<file path="src/rtl/iris_score_collector.sv">
// iris_score_collector
// Scores each training sample of the IRIS ODESA loop. A sample starts on the
// rising edge of |i_test_vector; the block then waits up to WINDOW cycles for
// an output-layer spike and classifies the sample as correct, wrong,
// no-response or bad label. Running per-epoch counters are snapshotted to the
// o_* score outputs on each rising edge of i_end_of_epochs.
//
// Ports
//   i_clk, i_rst_n     clock, async active-low reset
//   i_test_vector      20-bit feature spike vector (all zero = idle)
//   i_label            3-bit one-hot class label, latched at sample onset
//   i_end_of_epochs    end-of-training level; its rising edge closes an epoch
//   i_out_spike        output-layer spikes, one bit per class
//   o_sample_done      one-cycle verdict pulse
//   o_verdict          00 no-response, 01 correct, 10 wrong, 11 bad label
//   o_total/o_correct/o_noresp/o_badlabel  epoch snapshot counters
//   o_epoch_done       one-cycle pulse, snapshot updated in the same cycle
//
// state | meaning
// IDLE  | no sample pending; output spikes are ignored
// WAIT  | sample pending; window counter running
module iris_score_collector #(
  parameter int WINDOW = 64,
  parameter int CNT_W  = 16
) (
  input  logic             i_clk,
  input  logic             i_rst_n,
  input  logic [19:0]      i_test_vector,
  input  logic [2:0]       i_label,
  input  logic             i_end_of_epochs,
  input  logic [2:0]       i_out_spike,
  output logic             o_sample_done,
  output logic [1:0]       o_verdict,
  output logic [CNT_W-1:0] o_total,
  output logic [CNT_W-1:0] o_correct,
  output logic [CNT_W-1:0] o_noresp,
  output logic [CNT_W-1:0] o_badlabel,
  output logic             o_epoch_done
);

  typedef enum logic {IDLE, WAIT} state_t;

  localparam logic [9:0] WIN_LAST = 10'(WINDOW - 1);
  localparam logic [1:0] V_NORESP = 2'b00;
  localparam logic [1:0] V_CORR   = 2'b01;
  localparam logic [1:0] V_WRONG  = 2'b10;
  localparam logic [1:0] V_BAD    = 2'b11;

  state_t     state_q, state_d;
  logic [9:0] win_q, win_d;
  logic [2:0] lab_q, lab_d;
  logic       bad_q, bad_d;
  logic       vec_or_q, eoe_q;
  logic       onset, close;
  logic       vld;
  logic [1:0] code;

  logic [CNT_W-1:0] tot_r, cor_r, nr_r, bad_r;
  logic [CNT_W-1:0] tot_n, cor_n, nr_n, bad_n;

  function automatic logic is_onehot(input logic [2:0] v);
    return (v == 3'b001) || (v == 3'b010) || (v == 3'b100);
  endfunction

  function automatic logic [CNT_W-1:0] sat_inc(input logic [CNT_W-1:0] v, input logic en);
    if (en && (v != {CNT_W{1'b1}})) return v + {{(CNT_W-1){1'b0}}, 1'b1};
    return v;
  endfunction

  assign onset = (|i_test_vector) && !vec_or_q;
  assign close = i_end_of_epochs && !eoe_q;

  // A new onset pre-empts a pending sample (closed without a response, even
  // if a spike arrives in the same cycle). A same-cycle spike beats both the
  // window timeout and an epoch close, so its verdict is what gets counted.
  always_comb begin
    state_d = state_q;
    win_d   = win_q;
    lab_d   = lab_q;
    bad_d   = bad_q;
    vld     = 1'b0;
    code    = V_NORESP;
    if (state_q == WAIT) begin
      if (onset) begin
        vld  = 1'b1;
        code = bad_q ? V_BAD : V_NORESP;
      end else if (|i_out_spike) begin
        vld     = 1'b1;
        state_d = IDLE;
        if (bad_q)
          code = V_BAD;
        else if (is_onehot(i_out_spike) && (i_out_spike == lab_q))
          code = V_CORR;
        else
          code = V_WRONG;
      end else if ((win_q == WIN_LAST) || close) begin
        vld     = 1'b1;
        state_d = IDLE;
        code    = bad_q ? V_BAD : V_NORESP;
      end else begin
        win_d = win_q + 10'd1;
      end
    end
    if (onset) begin
      state_d = WAIT;
      win_d   = 10'd0;
      lab_d   = i_label;
      bad_d   = !is_onehot(i_label);
    end else if (close) begin
      state_d = IDLE;
    end
  end

  assign tot_n = sat_inc(tot_r, vld);
  assign cor_n = sat_inc(cor_r, vld && (code == V_CORR));
  assign nr_n  = sat_inc(nr_r,  vld && (code == V_NORESP));
  assign bad_n = sat_inc(bad_r, vld && (code == V_BAD));

  always_ff @(posedge i_clk or negedge i_rst_n) begin
    if (!i_rst_n) begin
      state_q       <= IDLE;
      win_q         <= '0;
      lab_q         <= '0;
      bad_q         <= 1'b0;
      vec_or_q      <= 1'b0;
      eoe_q         <= 1'b0;
      tot_r         <= '0;
      cor_r         <= '0;
      nr_r          <= '0;
      bad_r         <= '0;
      o_sample_done <= 1'b0;
      o_verdict     <= '0;
      o_total       <= '0;
      o_correct     <= '0;
      o_noresp      <= '0;
      o_badlabel    <= '0;
      o_epoch_done  <= 1'b0;
    end else begin
      state_q       <= state_d;
      win_q         <= win_d;
      lab_q         <= lab_d;
      bad_q         <= bad_d;
      vec_or_q      <= |i_test_vector;
      eoe_q         <= i_end_of_epochs;
      o_sample_done <= vld;
      o_verdict     <= code;
      o_epoch_done  <= close;
      if (close) begin
        // Snapshot includes any verdict made in the closing cycle.
        o_total    <= tot_n;
        o_correct  <= cor_n;
        o_noresp   <= nr_n;
        o_badlabel <= bad_n;
        tot_r      <= '0;
        cor_r      <= '0;
        nr_r       <= '0;
        bad_r      <= '0;
      end else begin
        tot_r <= tot_n;
        cor_r <= cor_n;
        nr_r  <= nr_n;
        bad_r <= bad_n;
      end
    end
  end

endmodule

</file>
<file path="config.mk">
export PLATFORM = sky130hd
export DESIGN_NAME = iris_score_collector
export DESIGN_NICKNAME = d
export VERILOG_FILES = /design/src/rtl/iris_score_collector.sv
export SDC_FILE = /design/constraint.sdc
export NUM_CORES = 1
export LEC_CHECK = 0
export BUFFER_PORTS_ARGS = -buffer_cell sky130_fd_sc_hd__clkbuf_2
export CORE_ASPECT_RATIO = 1.25
export CORE_MARGIN = 1
export CORE_UTILIZATION = 35
export CTS_BUF_LIST = sky130_fd_sc_hd__clkbuf_4 sky130_fd_sc_hd__clkbuf_8
export DETAILED_ROUTE_END_ITERATION = 12
export GPL_TIMING_DRIVEN = 0
export HOLD_SLACK_MARGIN = 0.06
export PLACE_DENSITY = 0.61
export REMOVE_ABC_BUFFERS = 1
export SLEW_MARGIN = 20
export SYNTH_ARGS = -nofsm -noshare
export SYNTH_HDL_FRONTEND = slang
export SYNTH_SLANG_ARGS = --single-unit
</file>
<file path="constraint.sdc">
create_clock -name i_clk -period 3.7 [get_ports i_clk]
set_clock_uncertainty 0.2 [all_clocks]
set_input_delay 0.185 -clock i_clk [delete_from_list [all_inputs] [get_ports i_clk]]
set_output_delay 0.185 -clock i_clk [all_outputs]
set_load 0.05 [all_outputs]
</file>
# == Word level (Yosys, flattened, before mapping) ==
# Cells that the tools add are included.
# W data, S select, Z words.
# totals
reg_bits,149
latchBits,0
ram_bits,0
romBits,0
in_bits,29
output_inout_bits,68
elab_cells,97
n_memories,0
# classes
addsub,5
multipliers,0
div_mod_pow,0
magnitude_cmp,0
eq_ne,16
shift,0
n_mux,36
bitwise_logic,0
reduce_logical,23
# ops
operator,n
$mux W16,12
$add A16 B1 Y16 const B,4
$ne A16 B16 Y1 const B,4
$mux W10,4
$reduce_or A20 Y1,1
$mux W2,7
$mux W1,13
$add A10 B1 Y10 const B,1
$eq A10 B6 Y1 const B,1
$logic_and A1 B1 Y1,10
$eq A3 B1 Y1 const B,2
$eq A3 B2 Y1 const B,2
$eq A3 B3 Y1 const B,2
$logic_or A1 B1 Y1,5
$ne A2 B2 Y1 const B,2
$eq A3 B3 Y1,1
$logic_not A1 Y1,3
$reduce_and A3 Y1,1
$reduce_or A3 Y1,1
$eq A2 B1 Y1 const B,1
$eq A2 B2 Y1 const B,1
$logic_not A2 Y1,1
$reduce_bool A2 Y1,1

# == Depth between registers and ports, before layout ==
# Gate-level depths: netlist (run 1).
# depth
ltp_word,15
mapped_depth,8
ltp_nobuf,7

# == Least setup slack after synthesis (run 1) ==
# Ideal clock, no wire load.
# synth_timing
path_kind,flip-flop to flip-flop
from,register win_q[6]
to,register o_noresp[11]
t_arrival_ns,2.022
required_time_ns,3.418
slack_ns,1.396
path_stages_with_launch,8
path_buffers,1
cell_sequence,dfrtp_1 -> nand4bb_1 -> o41ai_4 -> and2_2 -> o21ai_2 -> buf_6 -> or4_1 -> a31oi_1
# synth_via
elab_chain_len,11
elab_cells_between_ends,15
# synth_lines
element,line_no,source
start: declaration,50,"logic [9:0] win_q, win_d;"
start signal: assignment,140,win_q <= win_d;
$eq A10 B6 Y1 (*),96,end else if ((win_q == WIN_LAST) || close) begin
$logic_or A1 B1 Y1 (*),96,
$mux W2,96,
$mux W2,87,end else if (|i_out_spike) begin
$mux W2,84,if (onset) begin
$mux W2,83,if (state_q == WAIT) begin
$logic_not A2 Y1,116,"assign nr_n = sat_inc(nr_r, vld && (code == V_NORESP));"
$logic_and A1 B1 Y1 (*),116,
$logic_and A1 B1 Y1 (*),66,"if (en && (v != {CNT_W{1'b1}})) return v + {{(CNT_W-1){1'b0}}, 1'b1};"
$mux W1 (*),66,
$mux W16 (*),67,return v;
end signal: assignment,152,o_noresp <= nr_n;
end: declaration,36,"output logic [CNT_W-1:0] o_noresp,"
# Mark *: on every way between the ends. The rest lies on a longest branch, timed or not.
# A chain may end at the register's enable or synchronous reset.

# == Worst setup path after layout (run 1) ==
# layout_timing
from,register state_q
to,register o_correct[0]
# layout_via
elab_chain_len,6
elab_cells_between_ends,7
# layout_lines
element,line_no,source
start: declaration,49,"state_t state_q, state_d;"
start signal: assignment,139,state_q <= state_d;
$mux W2,83,
$eq A2 B1 Y1,115,"assign cor_n = sat_inc(cor_r, vld && (code == V_CORR));"
$logic_and A1 B1 Y1 (*),115,
$logic_and A1 B1 Y1 (*),66,
$mux W1 (*),66,
$mux W16 (*),67,
end signal: assignment,151,o_correct <= cor_n;
end: declaration,35,"output logic [CNT_W-1:0] o_correct,"
# Marked as above.

==> flow_summary.yaml, run 1 <==
clocking:
  cts_buffers: 17
  cts_root_buffer: "clkbuf_8"
  cts_resized: 0
  clk_latency_ns: 0.45
  clock-sinks: 149
  cts_tree: "done"
  clkSlewWorstSetupHoldPaths_ns: 0.08
  cts_max_path_buffers: 2
  htree_levels: 4
worst_setup_path:
  r2r_setup_slack_ns: 0.48
  crit_path_start_kind: "flop"
  arrival_ns: 3.34
  slowest_delay_ns: 0.95
  crit_chain: "nor2b_1 > nand2_1 > a221oi_1 > nand2_1 > xor2_1 > o21ai_0"
  required_ns: 3.83
  cp-end-kind: "flop"
  worstPathMaxFanout: 27
  crit_path_top_delay_cell: "dfrtp_1"
  worstSetupPathType: "flop to flop"
  critPathMostFrequentCell: "nand2_1"
placed_design:
  dp.cells: 1045
  port_buffers: 96
  hpwl_um: 10130
  dpl_worst_slack_ns: 0.5062
  gp_congestion: 0.7813
grt:
  antenna_found_initial: 0
  grt_pass1_vias: 5168
  grt_start_max_net_pins: 88
  overflow: 0
  grt_usage_pct: 15.76
  grt_pass1_wl_um: 25510
synthesis:
  syn-cell-area_sq_um: 6907
  synth_cells: 721
  synth-edff-count: 0
  synthFlopType: "dfrtp_1"
  ys_top_cells_by_area: "dfrtp_1 (54%), nand2_1 (5.2%), o21ai_0 (5.0%), nor2_1 (4.7%), xor2_1 (3.9%)"
  ys_async_sr_fraction_pct: 100.0
  yosysWarnings: 0
  ys_types: 51
  postSynthAreaPerCell_sq_um: 9.579
  ys_seq_area_share_pct: 53.99
  synth-seq-cells: 149
  synth_top_cell_by_area: "dfrtp_1"
  synth_top_area_share_pct: 53.99
pwr:
  vdd_drop_max_mv: 0.2678
  power.leakage_nw: 3.776
  p_per_area_nw_per_um2: 408.5
floorplan:
  die_w_um: 127.6
  die_h_um: 159.1
  dieArea_sq_um: 20300
  io_pins: 97
  rows: 57
  initial_core_util_pct: 35.60
  core_sq_um: 19400
sta:
  tightest_slew_ns: 0.9223
  drv_slew: 0
  setup_viol: 0
  relSlewSlack_pct: 38.51
  setup_slack_ns: 0.4844
  max_freq_mhz: 311.0
  period_share_pct: 86.91
  hold-worst-slack_ns: 0.1039
  fin_crit_ns: 3.216
  rsz0062_at_grt: "no"
  final_hold_viol_count: 0
drt:
  drt_wl_total_um: 15390
  postRouteAntennaNets: 0
  first_pass_iters: 4
  vias: 5480
  initialDrtViolationCount: 317
  wl_per_cell_um: 14.13
  viasPerCell: 5.032
  drc: 0
finish:
  syn_to_final_growth_pct: 19.87
  layoutNonFillerInstCount: 1089
  drive_above_1_share_pct: 17.60
  diodes: 0
  final_cell_mix: "dfrtp_1 (149), nand2_1 (95), clkbuf_2 (95)"
  finish.utilization_pct: 42.68
  nNetsFinal: 846
  layout_commonest_cell: "dfrtp_1"
outcome:
  status: "complete, no violations"
job:
  maxCapViolations: 0
worst_hold_path:
  hold_path.class: "input port to async pin"
critical path, delay by kind of cell, from the launching register on:
family,cells,cell delay (ns)
simple gates,3,1.03
flops,1,0.95
xor+xnor,1,0.24
compound gates,2,0.68
final timing paths:
path	from	endpoint	cells past startpoint
max	state_q	o_correct[0]	6
min	i_rst_n	o_total[11]	2
max reg2reg	state_q	o_correct[0]	6
min reg2reg	o_correct[12]	o_correct[12]	2
max in group asynchronous	i_rst_n	nr_r[1]	3
min in group i_clk	i_end_of_epochs	eoe_q	2
synth_stat cells (all sizes together), types with 12 or more instances:
cell and instances:
o21ai 70, dfrtp 149, nand4 26, xnor2 28, xor2 31, nand3 31
and3 14, clkbuf 34, nand2 95, a21oi 35, nor4 12, nor2 86
state kept, by name (all words and copies together) (netlist names), 16 cells and up:
register    count
bad_r          16
cor_r          16
nr_r           16
o_badlabel     16
o_correct      16
o_noresp       16
o_total        16
tot_r          16
cell type report:
class,instances,area (sq um)
sequential,149,3729
tap,265,331.6
clock inverter,13,230.2
timing repair buffer,113,705.7
clock buffer,18,247.7
fill,1934,11120
multi-input combinational,523,3000
inverter,8,35.03
cells by family after synthesis:
group                      count (synthesis)  share of synthesized area, %
adders and majority gates                  5                        0.9058
muxes                                      5                        0.7247
xor gates and xnor gates                  59                         7.482
DFF                                      149                         53.99
buffers and inverters                     49                         2.880
AOI/OAI and AO/OA                        142                         12.19
and+or+nand+nor                          312                         21.83
power breakdown:
part	leakage [nW]	internal [mW]	switching, mW	total, mW
Sequential	2.04	1.65	0.0132	1.66
Combinational	1.50	0.0511	0.150	0.201
Clock	0.231	0.884	0.638	1.52
Total	3.78	2.58	0.801	3.38
routing by layer:
metal | routed length (um) | vias to the layer above | global-route usage, %
met1 | 7002 | 2640 | 20.49
met2 | 7529 | 128 | 26.01
met5 | 0 | - | 0
li1 | - | 2700 | -
met4 | 179 | 0 | 5.615
met3 | 680 | 12 | 3.159
through the flow:
stage	TNS (ns)	power, mW	instance area (sq um)
5_1_grt	0	3.508	8279
6_report	0	3.382	8279
3_5_place_dp	0	1.889	7671
2_1_floorplan	-93.15	1.793	6738
4_1_cts	0	3.422	8279
3_3_place_gp	-410.64	1.878	7550
what timing repair did:
item / 4_1_cts / 5_1_grt
hold buffers: 13 / 0
endpoints found under the hold margin: 102 / 0
endpoints found under the setup margin: 0 / 0
setup buffers: 0 / 0
No activity file was read; power rests on OpenSTA's default activity.
==> inputs of run 2 (changes only) <==
--- a/config.mk
+++ b/config.mk
@@ -6,7 +6,7 @@
 export NUM_CORES = 1
 export LEC_CHECK = 0
 export BUFFER_PORTS_ARGS = -buffer_cell sky130_fd_sc_hd__clkbuf_2
-export CORE_ASPECT_RATIO = 1.25
+export CORE_ASPECT_RATIO = 1.1
 export CORE_MARGIN = 1
 export CORE_UTILIZATION = 35
 export CTS_BUF_LIST = sky130_fd_sc_hd__clkbuf_4 sky130_fd_sc_hd__clkbuf_8
==> flow_summary.yaml, run 2 (synthesis results as in run 1) <==
sta:
  max_freq_mhz: 304.9
  period_share_pct: 88.66
  tightest_slew_ns: 0.9033
  final_hold_viol_count: 0
  rsz0062_at_grt: "no"
  setup_viol: 0
  fin_crit_ns: 3.280
  drv_slew: 0
  relSlewSlack_pct: 39.78
clocking:
  cts_hold_buf: 13
  cts_max_path_buffers: 2
  cts_root_buffer: "clkbuf_8"
  clk_latency_ns: 0.46
  cts_tree: "done"
  post-cts-setup-buffers: 0
  clkSlewWorstSetupHoldPaths_ns: 0.09
  htree_levels: 4
  cts_resized: 0
  clock-sinks: 149
  cts_buffers: 17
finish:
  regArea_sq_um: 3729
  diodes: 0
  nNetsFinal: 846
  drive_above_1_share_pct: 17.70
  syn_to_final_growth_pct: 18.44
  n_fill_cell: 1921
  multiInputGateArea_sq_um: 3000
  layout_commonest_cell: "dfrtp_1"
  final_cell_mix: "dfrtp_1 (149), nand2_1 (95), clkbuf_2 (95)"
  layoutNonFillerInstCount: 1072
drt:
  initialDrtViolationCount: 282
  postRouteAntennaNets: 0
  drt_wl_total_um: 15370
  wl_per_cell_um: 14.34
  drc: 0
  first_pass_iters: 4
  viasPerCell: 5.068
  vias: 5433
placed_design:
  hpwl_um: 10100
  gp_congestion: 0.7775
  port_buffers: 96
  dp.cells: 1027
worst_setup_path:
  r2r_setup_slack_ns: 0.42
  r2r-end: "o_correct[10]"
  cp_top_family: "simple AND/OR/NAND/NOR gates"
  required_ns: 3.83
  crit_chain: "nor2b_1 > nand2_1 > a221oi_1 > nand3_1 > xor2_1 > o21ai_0"
  slowest_delay_ns: 0.94
  cp-endpoint: "o_correct[10]"
  path_depth: 6
  path_buf_inv: 0
  worstSetupPathType: "flop to flop"
  startpoint: "state_q"
  crit_path_top_delay_cell: "dfrtp_1"
  worstPathMaxFanout: 27
  timing.rr.start: "state_q"
  cp-end-kind: "flop"
  crit_path_start_kind: "flop"
  worst-r2r-cell-count: 6
  arrival_ns: 3.41
floorplan:
  dieArea_sq_um: 20300
  die_w_um: 135.9
  rows: 53
  die_h_um: 149.3
  core_sq_um: 19230
  initial_core_util_pct: 35.91
  io_pins: 97
grt:
  antenna_found_initial: 0
  grt_pass1_vias: 5441
  grt_usage_pct: 16.44
  overflow: 0
  grt_pass1_wl_um: 26250
  grt_start_max_net_pins: 88
  grt.met2_usage_pct: 27.24
  gr-usage-met1_pct: 21.22
  grt_busiest_layer: "met2"
  met3_usage_pct: 3.058
job:
  maxCapViolations: 0
pwr:
  power.leakage_nw: 3.742
  vdd_drop_max_mv: 0.2094
  p_per_area_nw_per_um2: 384.8
  finalPower_mw: 3.148
worst_hold_path:
  hold_path.class: "input port to async pin"
outcome:
  status: "complete, no violations"
run 2: cell count changes in the layout (fill, tap and decap cells not counted):
cell	change
buf_8	+1
bufinv_16	-4
inv_6	+4
clkinv_2	+1
buf_6	-1
run 2: worst min path at each step:
stage                     from     endpoint  cells after the start
6_report               i_rst_n  o_total[15]                      2
5_1_grt                i_rst_n  o_total[15]                      2
4_1_cts                i_rst_n  o_total[13]                      2
3_5_place_dp           i_rst_n  o_total[13]                      1
3_3_place_gp   i_end_of_epochs        eoe_q                      1
2_1_floorplan          i_rst_n        bad_q                      0
run 2: worst register-to-register path, cell delays in order, from the launching register on:
cell and delay [ns]:
dfrtp_1 0.94, nor2b_1 0.78, nand2_1 0.11, a221oi_1 0.57, nand3_1 0.19, xor2_1 0.26
o21ai_0 0.11
run 2: stage by stage:
stage / TNS [ns] / hold slack (ns) / worst slack [ns] / cell area [sq um] / util, %
final: 0 / 0.1503 / 0.4197 / 8180 / 42.54
after global routing: 0 / 0.1958 / 0.04879 / 8180 / 42.54
after CTS: 0 / 0.1517 / 0.3928 / 8180 / 42.54
after detailed placement: 0 / 0.1064 / 0.3990 / 7652 / 39.79
after global placement: -429.95 / 0.1111 / -3.777 / 7527 / 39.14
after floorplan: -93.15 / -0.3106 / -1.221 / 6738 / -
run 2: layout make-up:
cell class / instances / share of cell area, %
inverters: 8 / 0.4283
multi-input cells: 523 / 36.68
well taps: 247 / 3.778
repair buffers: 113 / 8.672
clock buffers: 18 / 3.028
flip-flops and latches: 149 / 45.58
clock inverters: 14 / 1.835
run 2: layer usage:
layer	vias up	wire (um)	part of all wire (%)
met5	-	0	0
met4	0	239	1.6
met3	21	530	3.4
met2	100	7295	47
met1	2600	7304	48
li1	2712	-	-
run 2: power by group:
part | switching, mW | leakage [nW] | internal (mW) | total (mW)
clock network | 0.664 | 0.196 | 0.623 | 1.29
logic | 0.152 | 1.50 | 0.0514 | 0.203
registers | 0.0132 | 2.04 | 1.65 | 1.66
==> inputs of run 3 (changes only) <==
--- a/config.mk
+++ b/config.mk
@@ -13,8 +13,8 @@
 export DETAILED_ROUTE_END_ITERATION = 12
 export GPL_TIMING_DRIVEN = 0
 export HOLD_SLACK_MARGIN = 0.06
-export PLACE_DENSITY = 0.61
 export REMOVE_ABC_BUFFERS = 1
+export SKIP_LAST_GASP = 1
 export SLEW_MARGIN = 20
 export SYNTH_ARGS = -nofsm -noshare
 export SYNTH_HDL_FRONTEND = slang
==> flow_summary.yaml, run 3 (synthesis results as in run 1) <==
worst_setup_path:
  worstPathMaxFanout: 27
  crit_path_start_kind: "flop"
  cp-end-kind: "flop"
  worstSetupPathType: "flop to flop"
  cp_top_family: "simple AND/OR/NAND/NOR gates"
  path_buf_inv: 0
  crit_path_top_delay_cell: "dfrtp_1"
  required_ns: 3.83
  crit_chain: "nor2b_1 > nand2_1 > a221oi_1 > nand2_1 > mux2i_1 > o21ai_0"
  critPathMostFrequentCell: "nand2_1"
  arrival_ns: 3.43
  slowest_delay_ns: 0.95
floorplan:
  rows: 53
  die_h_um: 149.3
  dieArea_sq_um: 20300
  io_pins: 97
  initial_core_util_pct: 35.91
  die_w_um: 135.9
  core_sq_um: 19230
pwr:
  netSwitchingFraction_pct: 25.85
  p_int_mw: 2.289
  p_per_area_nw_per_um2: 378.1
  seqPwrFrac_pct: 53.7
  power.leakage_nw: 3.730
  switching_power_mw: 0.7980
  vdd_drop_max_mv: 0.2208
  combPwrFrac_pct: 6.5
  clockPowerShare_pct: 39.8
grt:
  grt_pass1_vias: 5294
  grt_pass1_wl_um: 25820
  overflow: 0
  grt_usage_pct: 16.15
  antenna_found_initial: 0
  grt_start_max_net_pins: 88
drt:
  wl_per_cell_um: 13.99
  drt_wl_total_um: 15000
  highest_layer: "met4"
  wl_met2_um: 7061
  viasPerCell: 5.077
  postRouteAntennaNets: 0
  met1_length_um: 7109
  first_pass_iters: 4
  vias: 5443
  wl_met3_um: 588
  initialDrtViolationCount: 343
  drc: 0
placed_design:
  dpl_cell_area_sq_um: 7652
  gp_congestion: 0.7928
  dpl_worst_slack_ns: 0.3925
  port_buffers: 96
  hpwl_um: 9924
sta:
  hold-worst-slack_ns: 0.08959
  final_hold_viol_count: 0
  fin_crit_ns: 3.303
  rsz0062_at_grt: "no"
  setup_slack_ns: 0.3970
  max_freq_mhz: 302.8
  drv_slew: 0
  relSlewSlack_pct: 38.79
  setup_viol: 0
  tightest_slew_ns: 0.9182
  period_share_pct: 89.27
worst_hold_path:
  hold_path.class: "input port to async pin"
clocking:
  clk_latency_ns: 0.45
  clock-sinks: 149
  cts_buffers: 17
  cts_tree: "done"
  cts_root_buffer: "clkbuf_8"
  post-cts-setup-buffers: 0
  htree_levels: 4
  clkSlewWorstSetupHoldPaths_ns: 0.09
  cts_max_path_buffers: 2
finish:
  regArea_sq_um: 3729
  final_cell_mix: "dfrtp_1 (149), nand2_1 (95), clkbuf_2 (95)"
  stdcell_area_sq_um: 8165
  syn_to_final_growth_pct: 18.22
  diodes: 0
  n_fill_cell: 1930
  drive_above_1_share_pct: 17.70
  multiInputGateArea_sq_um: 3000
  nNetsFinal: 846
  layout_commonest_cell: "dfrtp_1"
outcome:
  status: "complete, no violations"
job:
  maxCapViolations: 0
-- run 3: changes by cell type in the layout (fill, tap and decap cells not counted), sizes merged --
cell      before  now
inv           11    9
clkbuf       114  117
clkinv         6    4
clkinvlp       3    5
bufinv         2    1
-- run 3: cell type report --
type                            count  share of cell area [%]
Clock inverter                     11                   1.226
Clock buffer                       21                   3.463
Inverter                            8                  0.4291
Timing Repair Buffer              113                   8.688
Sequential cell                   149                   45.66
Tap cell                          247                   3.785
Multi-Input combinational cell    523                   36.75
-- run 3: timing repair --
item / CTS / global route
hold endpoints to repair: 142 / 0
resized for setup: 0 / 0
hold buffers: 13 / 0
-- run 3: through the flow --
stage               utilization (%)  std cells  power, mW  TNS [ns]
finish                        42.46       1072      3.087         0
global route                  42.46       1072      3.228         0
CTS                           42.46       1072      3.147         0
detailed placement            39.79       1027      1.891         0
global placement              39.14       1023      1.881   -414.93
floorplan                         -        680      1.793    -93.15
-- run 3: routing by layer --
| metal | global-route usage [%] | up-vias |
|---|---|---|
| met5 | 0 | - |
| met4 | 6.111 | 0 |
| met3 | 3.262 | 16 |
| met2 | 26.45 | 96 |
| met1 | 20.94 | 2613 |
| li1 | - | 2718 |
-- run 3: power groups by stage --
stage	Combinational [mW]	Clock [mW]	Sequential [mW]
CTS	0.208	1.28	1.66
detailed placement	0.200	0	1.69
floorplan	0.0510	0	1.74
global route	0.225	1.34	1.66
global placement	0.189	0	1.69
finish	0.201	1.23	1.66
-- run 3: final timing paths --
check                                 end  cells past startpoint         startpoint  slack [ns]
setup / recovery             o_correct[1]                      6            state_q        0.40
hold / removal                o_total[12]                      2            i_rst_n        0.09
setup reg to reg             o_correct[1]                      6            state_q        0.40
hold reg to reg            o_badlabel[14]                      2     o_badlabel[14]        0.28
max in group asynchronous        win_q[2]                      3            i_rst_n        2.40
min in group i_clk          o_sample_done                      5  i_test_vector[10]        0.23
